<file path="config.mk">
export PLATFORM = sky130hd
export DESIGN_NAME = i2s_dac_tx
export DESIGN_NICKNAME = d
export VERILOG_FILES = /design/src/rtl/audio_pkg.sv /design/src/rtl/sample_fifo.sv /design/src/rtl/i2s_dac_tx.sv
export SDC_FILE = /design/constraint.sdc
export NUM_CORES = 1
export LEC_CHECK = 0
export BUFFER_PORTS_ARGS = -buffer_cell sky130_fd_sc_hd__buf_4
export CAP_MARGIN = 40
export CORE_MARGIN = 3
export CORE_UTILIZATION = 50
export CTS_CLUSTER_DIAMETER = 30
export DETAILED_ROUTE_END_ITERATION = 16
export GPL_TIMING_DRIVEN = 0
export HOLD_SLACK_MARGIN = 0.06
export PLACE_DENSITY = 0.76
export SYNTH_ARGS = -nofsm -noshare
export SYNTH_HDL_FRONTEND = slang
export SYNTH_SLANG_ARGS = --single-unit
</file>
<file path="constraint.sdc">
create_clock -name i_clk -period 1.99 [get_ports i_clk]
set_input_delay 0.199 -clock i_clk [delete_from_list [all_inputs] [get_ports i_clk]]
set_output_delay 0.199 -clock i_clk [all_outputs]
set_load 0.01 [all_outputs]
</file>
<file path="src/rtl/audio_pkg.sv">
// audio_pkg: shared audio sample type and transmitter state encoding
package audio_pkg;
  localparam int AUDIO_W = 16;
  typedef logic signed [AUDIO_W-1:0] sample_t;
  typedef enum logic [1:0] {S_WAIT, S_DELAY, S_SHIFT, S_PAD} tx_state_e;
endpackage

</file>
<file path="src/rtl/sample_fifo.sv">
// sample_fifo: synchronous FIFO with the head word readable combinationally for a same-cycle pop
module sample_fifo
  import audio_pkg::*;
#(
  parameter int W = AUDIO_W,
  parameter int DEPTH = 4,
  localparam int AW = $clog2(DEPTH),
  localparam int LW = AW + 1
) (
  input  logic          i_clk,
  input  logic          i_rst_n,
  input  logic          i_push,
  input  logic [W-1:0]  i_data,
  input  logic          i_pop,
  output logic [W-1:0]  o_head,
  output logic          o_full,
  output logic          o_empty,
  output logic [LW-1:0] o_level
);
  logic [W-1:0] mem_q [DEPTH];
  logic [AW-1:0] wr_q, wr_d, rd_q, rd_d;
  logic [LW-1:0] level_q, level_d;
  always_comb begin
    wr_d = i_push ? wr_q + AW'(1) : wr_q;
    rd_d = i_pop ? rd_q + AW'(1) : rd_q;
    level_d = level_q + LW'(i_push) - LW'(i_pop);
  end
  always_ff @(posedge i_clk or negedge i_rst_n) begin
    if (!i_rst_n) begin
      wr_q <= '0;
      rd_q <= '0;
      level_q <= '0;
    end else begin
      wr_q <= wr_d;
      rd_q <= rd_d;
      level_q <= level_d;
    end
  end
  always_ff @(posedge i_clk) begin
    if (i_push) mem_q[wr_q] <= i_data;
  end
  assign o_head = mem_q[rd_q];
  assign o_full = level_q == LW'(DEPTH);
  assign o_empty = level_q == '0;
  assign o_level = level_q;
endmodule

</file>
<file path="src/rtl/i2s_dac_tx.sv">
// i2s_dac_tx: FIFO-buffered mono sample stream serialised onto both I2S DAC channels
// Define I2S_TX_LJ_EN for left-justified framing (no one-BCLK delay slot).
module i2s_dac_tx
  import audio_pkg::*;
#(
  parameter int DATA_W = AUDIO_W,
  parameter int FIFO_DEPTH = 4,
  localparam int LW = $clog2(FIFO_DEPTH) + 1,
  localparam int CW = $clog2(DATA_W)
) (
  input  logic                     i_clk,
  input  logic                     i_rst_n,
  input  logic                     i_valid,
  input  logic signed [DATA_W-1:0] i_data,
  input  logic                     i_aud_bclk,
  input  logic                     i_aud_daclrck,
  output logic                     o_aud_dacdat,
  output logic                     o_overflow,
  output logic                     o_underflow,
  output logic [LW-1:0]            o_fifo_level
);
  // [0] and [1] synchronise, [2] holds history for edge detection
  logic [2:0] bclk_q, bclk_d, lrc_q, lrc_d;
  tx_state_e state_q, state_d;
  logic [DATA_W-1:0] sh_q, sh_d, cur_q, cur_d, head;
  logic [CW-1:0] cnt_q, cnt_d;
  logic dat_q, dat_d, ovf_q, ovf_d, unf_q, unf_d;
  logic bclk_fall, lrc_fall, frame, push, pop, full, empty;
  sample_fifo #(.W(DATA_W), .DEPTH(FIFO_DEPTH)) u_fifo (
    .i_clk   (i_clk),
    .i_rst_n (i_rst_n),
    .i_push  (push),
    .i_data  (i_data),
    .i_pop   (pop),
    .o_head  (head),
    .o_full  (full),
    .o_empty (empty),
    .o_level (o_fifo_level)
  );
  always_comb begin
    bclk_d = {bclk_q[1:0], i_aud_bclk};
    lrc_d = {lrc_q[1:0], i_aud_daclrck};
    bclk_fall = !bclk_q[1] && bclk_q[2];
    lrc_fall = !lrc_q[1] && lrc_q[2];
    // LRCK only changes on a BCLK fall, so gating keeps output updates on fall detects
    frame = bclk_fall && (lrc_q[1] != lrc_q[2]);
    pop = frame && lrc_fall && !empty;
    push = i_valid && (!full || pop);
    ovf_d = ovf_q || (i_valid && full && !pop);
    unf_d = unf_q || (frame && lrc_fall && empty);
    cur_d = pop ? head : cur_q;
    state_d = state_q;
    sh_d = sh_q;
    cnt_d = cnt_q;
    dat_d = dat_q;
    if (frame) begin
`ifdef I2S_TX_LJ_EN
      state_d = S_SHIFT;
      dat_d = cur_d[DATA_W-1];
      sh_d = cur_d << 1;
      cnt_d = CW'(DATA_W - 1);
`else
      state_d = S_DELAY;
      dat_d = 1'b0;
      sh_d = cur_d;
`endif
    end else if (bclk_fall) begin
      case (state_q)
        S_DELAY: begin
          state_d = S_SHIFT;
          dat_d = sh_q[DATA_W-1];
          sh_d = sh_q << 1;
          cnt_d = CW'(DATA_W - 1);
        end
        S_SHIFT: begin
          state_d = cnt_q == '0 ? S_PAD : S_SHIFT;
          dat_d = cnt_q == '0 ? 1'b0 : sh_q[DATA_W-1];
          sh_d = sh_q << 1;
          cnt_d = cnt_q - CW'(1);
        end
        default: dat_d = 1'b0;
      endcase
    end
  end
  always_ff @(posedge i_clk or negedge i_rst_n) begin
    if (!i_rst_n) begin
      bclk_q <= '0;
      lrc_q <= '0;
      state_q <= S_WAIT;
      sh_q <= '0;
      cur_q <= '0;
      cnt_q <= '0;
      dat_q <= 1'b0;
      ovf_q <= 1'b0;
      unf_q <= 1'b0;
    end else begin
      bclk_q <= bclk_d;
      lrc_q <= lrc_d;
      state_q <= state_d;
      sh_q <= sh_d;
      cur_q <= cur_d;
      cnt_q <= cnt_d;
      dat_q <= dat_d;
      ovf_q <= ovf_d;
      unf_q <= unf_d;
    end
  end
  assign o_aud_dacdat = dat_q;
  assign o_overflow = ovf_q;
  assign o_underflow = unf_q;
endmodule
</file>
==> results.cfg, run 1 <==
[detailed_routing]
drc_errors = 0
drt_iter0_drc = 99
wl_um = 9000
routedWlPerCell_um = 17.6
antenna_left = 0
vias_per_cell = 5.40
dr.pass1.iters = 5
routed-via-count = 2758

[sta]
slew_headroom_pct = 54.5
hold_viol_final = 0
skew_ns = 0.00877
rsz0062_at_grt = true
period_minus_slack_ns = 1.98
worstMarginPinSlew_ns = 0.682
drv_slew = 0
setup_violations = 0
period_share_pct = 99.3
fmax_mhz = 506
whs_ns = 0.289

[synth]
syn_area_um2 = 4890
synth_top_area_cell = edfxtp_1
ys_ff_latch = 118
synth_ff_type = edfxtp_1
ys_seq_area_share_pct = 67.0
synth_fp_nets = 325
postSynth.asyncResetShare_pct = 45.8
synth_cell_types = 42
synth_top_area_share_pct = 39.3
avgSynthCellArea_um2 = 16.6
synth_cells = 294
ys_warn_count = 0
synth_area_leaders = edfxtp_1 39%, dfrtp_1 28%, mux4_1 4.3%
synth_edf_count = 64

[setup_path]
cp-start-kind = flip-flop
startpoint = lrc_q[1]
cp_cell_sequence = inv_1, ha_2, nand3b_1, buf_4, a31oi_4, ha_2, fa_1
endpoint = u_fifo.o_level[1]
required_ns = 2.37
cp_slowest_cell = fa_1
cpMostUsedCell = ha_2
r2r-end = u_fifo.o_level[1]
cp_data_arrival_time_ns = 2.35
timing.rr.start = lrc_q[1]
path_max_fanout = 6
r2r_slack_ns = 0.01
r2r_cells = 7
crit_type = reg -> reg
critPathMaxStageDelay_ns = 0.41
endpoint_kind = flip-flop

[global_routing]
grt_pass1_vias = 2954
grt_max_degree = 55
grt_pass1_wl_um = 14800
grt_use_total_pct = 17.5
overflow = 0
antenna_found_initial = 0

[clock_network]
cts_tree = built
htreeDepth = 4
clkTransAtPathRegs_ns = 0.06
cts_made_buffers = 17
clockBufferDepth = 2
clk_latency_ns = 0.51
ctsRootBufferMaster = clkbuf_8
clock-sinks = 118

[layout]
multi_input_area_um2 = 1480
mostFrequentLayoutCells = 64 x edfxtp_1, 54 x dfrtp_1, 33 x buf_4
layout-drive-gt1-share_pct = 32.2
syn_to_final_growth_pct = 28.4
fillers = 601
antennaDiodeCount = 0
fin_cells = 511
layout_commonest_cell = edfxtp_1
regArea_um2 = 3270
num-nets-final = 400

[pwr]
powerDensity_nw_per_um2 = 1540
p_total_mw = 9.64
p_leak_nw = 2.49
ir_drop_v = 0.00100

[floorplanning]
core_area_um2 = 9370
die_h_um = 105
start_util_pct = 52.2
die-width_um = 105
rows = 35
io_pins = 27
dieArea_um2 = 11000

[status]
outcome = completed

[run]
drv_cap = 0

[place]
dp.cells = 449
gp_congestion = 0.714
hpwl_um = 4950
io_buffer_count = 26

[min_path]
hold_class = in -> async
-- state kept, by name (all words and copies together), names as in the netlist --
register,flops
u_fifo.mem_q,64
cur_q,16
sh_q,16
cnt_q,4
bclk_q,3
lrc_q,3
u_fifo.o_level,3
state_q,2
u_fifo.rd_q,2
u_fifo.wr_q,2
o_aud_dacdat,1
o_overflow,1
o_underflow,1
-- metal layers --
layer  share of wire, %  routed length, um  global-route usage, %
met5                  0                  0                      0
met4                1.2                109                   7.03
met3                3.7                329                   4.63
met2                 53               4780                   29.5
met1                 42               3780                   21.4
-- synth_stat cells (8+ instances only) --
master,count
mux2_2,8
a31o_2,9
o21ai_0,16
mux4_1,8
a22oi_1,14
a31o_1,8
nand2_1,22
mux2_4,8
edfxtp_1,64
inv_1,10
dfrtp_1,54
mux4_2,8
ha_1,9
-- metrics by stage --
stage	setup WS (ns)	setup TNS (ns)	utilization (%)	cell area [um^2]
floorplan	0.118	0	-	4890
global placement	-0.233	-15.69	56.0	5250
detailed placement	-0.267	-17.27	56.0	5250
CTS	0.00173	0	65.9	6180
global route	-0.0335	-0.119	67.0	6280
finish	0.0138	0	67.0	6280
-- how the worst min path moves through the flow --
stage,start,end,depth (start not counted)
3_3_place_gp,i_rst_n,lrc_q[2],1
5_1_grt,i_rst_n,lrc_q[1],2
4_1_cts,i_rst_n,lrc_q[1],2
3_5_place_dp,i_rst_n,lrc_q[1],1
2_1_floorplan,i_rst_n,bclk_q[0],0
6_report,i_rst_n,lrc_q[1],2
-- logic make-up after synthesis --
logic type | count (synthesis) | synth area share [%]
xor gates and xnor gates | 5 | 0.896
buffers and inverters | 25 | 4.02
DFF | 118 | 67.0
muxes | 32 | 12.3
adders and majority gates | 10 | 2.71
AOI/OAI and AO/OA | 59 | 8.47
and+or+nand+nor | 45 | 4.66
-- layout make-up --
type	count	area share [%]
buffer	14	2.55
inverter	10	0.598
sequential	118	52.1
clock buffer	20	6.94
clock inverter	12	3.23
multi-input combinational	151	23.6
tap	129	2.57
timing repair buffer	57	8.35
-- power breakdown --
group / internal, mW / switching [mW]
clock: 2.19 / 1.05
combinational: 1.38 / 1.26
sequential: 3.36 / 0.387
-- worst max-delay path: cells and delay by family (launching register included) --
| family | cells | cell delay, ns |
|---|---|---|
| flip-flops | 1 | 0.37 |
| AND/OR/NAND/NOR | 1 | 0.13 |
| adder cells (fa/ha/maj) | 3 | 0.82 |
| buffers and inverters | 2 | 0.25 |
| AO/OA/AOI/OAI | 1 | 0.28 |
-- what timing repair did --
item | in CTS | in global routing
buffers inserted | 5 | 5
endpoints found under the setup margin | 84 | 18
gates cloned | 0 | 1
gates resized for setup | 10 | 10
pin swaps | 4 | 3
endpoints found under the hold margin | 121 | 0
hold buffers | 20 | 0
No activity file was read; power rests on OpenSTA's default activity.
==> run 2: changes to the inputs <==
--- a/config.mk
+++ b/config.mk
@@ -13,7 +13,7 @@
 export DETAILED_ROUTE_END_ITERATION = 16
 export GPL_TIMING_DRIVEN = 0
 export HOLD_SLACK_MARGIN = 0.06
-export PLACE_DENSITY = 0.76
+export PLACE_DENSITY = 0.77
 export SYNTH_ARGS = -nofsm -noshare
 export SYNTH_HDL_FRONTEND = slang
 export SYNTH_SLANG_ARGS = --single-unit
==> results.cfg, run 2 (synthesis results as in run 1) <==
[detailed_routing]
drc_errors = 0
routedWlPerCell_um = 17.6
vias_per_cell = 5.39
wl_um = 8970
antenna_left = 0
routed-via-count = 2749
drt_iter0_drc = 149
dr.pass1.iters = 4

[global_routing]
antenna_found_initial = 0
grt_max_degree = 55
grt_use_total_pct = 17.8
overflow = 0
grt_pass1_vias = 2917
grt_pass1_wl_um = 15000

[floorplanning]
die_h_um = 105
die-width_um = 105
core_area_um2 = 9370
start_util_pct = 52.2
dieArea_um2 = 11000
rows = 35
io_pins = 27

[clock_network]
clockBufferDepth = 2
htreeDepth = 4
clk_latency_ns = 0.52
clock-sinks = 118
cts_made_buffers = 17
ctsRootBufferMaster = clkbuf_8
cts_tree = built
clkTransAtPathRegs_ns = 0.06

[setup_path]
crit_type = reg -> reg
endpoint_kind = flip-flop
path_max_fanout = 5
required_ns = 2.38
cp_data_arrival_time_ns = 2.34
r2r_slack_ns = 0.05
cp-start-kind = flip-flop

[pwr]
combPwrFrac_pct = 28.6
ir_drop_v = 0.000911
p_leak_nw = 2.45
p_int_mw = 6.40
power_switching_mw = 2.79
clkPwrFrac_pct = 30.8
p_seq_share_pct = 40.6
p_sw_share_pct = 30.3
powerDensity_nw_per_um2 = 1490

[sta]
period_share_pct = 97.7
worstMarginPinSlew_ns = 0.690
worst_slack_ns = 0.0463
whs_ns = 0.262
period_minus_slack_ns = 1.94
fmax_mhz = 514
hold_viol_final = 0
drv_slew = 0
setup_violations = 0
slew_headroom_pct = 54.0
skew_ns = 0.00783

[place]
io_buffer_count = 26
gp_congestion = 0.721
dpl_cell_area_um2 = 5250
dp.cells = 449
dp_slack_ns = -0.261
hpwl_um = 5250

[layout]
layout_commonest_cell = edfxtp_1
final_util_pct = 65.8
top_regs = u_fifo.mem_q: 64 flops, cur_q: 16 flops, sh_q: 16 flops
largest_reg_flops = 64
mostFrequentLayoutCells = 64 x edfxtp_1, 54 x dfrtp_1, 31 x buf_4
syn_to_final_growth_pct = 26.2
num-nets-final = 399
antennaDiodeCount = 0
fin_area_um2 = 6170
fillers = 625
regMostFlops = u_fifo.mem_q
fin_cells = 510
layout-drive-gt1-share_pct = 33.1

[min_path]
hold_class = in -> async

[status]
outcome = completed

[run]
drv_cap = 0
-- run 2: changes by cell type in the layout (fill, tap and decap cells not counted), moves of 2 or more --
cell,previous run,this run
buf_6,3,6
inv_6,0,6
mux2_2,5,8
bufinv_16,5,1
clkbuf_1,4,2
mux2_4,11,8
buf_4,33,31
-- run 2: path summary, 6_finish.rpt --
check	start	to	cells past startpoint
max in group asynchronous	i_rst_n	sh_q[9]	2
min reg2reg	bclk_q[0]	bclk_q[1]	0
min	i_rst_n	bclk_q[1]	2
max	lrc_q[1]	u_fifo.o_level[1]	8
max reg2reg	lrc_q[1]	u_fifo.o_level[1]	8
min in group i_clk	i_aud_bclk	bclk_q[0]	2
-- run 2: routing by layer --
metal	global-route usage [%]	up-vias	routed length (um)
li1	-	1277	-
met1	22.4	1396	3840
met2	28.8	58	4620
met3	4.76	18	319
met4	8.53	0	193
met5	0	-	0
-- run 2: layout make-up --
type	count	area [um^2]	area share [%]
Sequential cell	118	3270	53.0
Multi-Input combinational cell	151	1480	24.0
Timing Repair Buffer	56	498	8.07
Clock buffer	17	414	6.71
Tap cell	129	161	2.62
Buffer	14	160	2.60
Clock inverter	15	144	2.33
Inverter	10	37.5	0.608
-- run 2: metrics by stage --
stage                     TNS (ns)  total power [mW]
after floorplan                  0              5.52
final                            0              9.18
after detailed placement    -17.14              6.21
after global routing       -0.0266              9.70
after global placement      -14.63              6.08
after CTS                  -0.0142              9.18
-- run 2: timing repair --
| item | CTS | global route |
|---|---|---|
| hold buffers | 20 | 0 |
| resized for setup | 9 | 14 |
| endpoints found under the hold margin | 121 | 0 |
| buffers inserted | 2 | 8 |
| setup endpoints to repair | 83 | 17 |
| pin swaps | 1 | 4 |
-- run 2: critical path, stage by stage (launching register included) --
cell and delay, ns:
dfrtp_1 0.38, inv_1 0.06, ha_2 0.17, nand3b_1 0.09
buf_6 0.15, or3_4 0.34, nand2_2 0.09, ha_4 0.13
fa_1 0.41
-- run 2: power by group through the flow --
stage	sequential, mW	clock (mW)	combinational, mW
6_report	3.73	2.83	2.62
5_1_grt	3.81	3.00	2.88
4_1_cts	3.72	2.87	2.59
3_5_place_dp	3.75	0	2.46
3_3_place_gp	3.71	0	2.37
2_1_floorplan	3.67	0	1.85
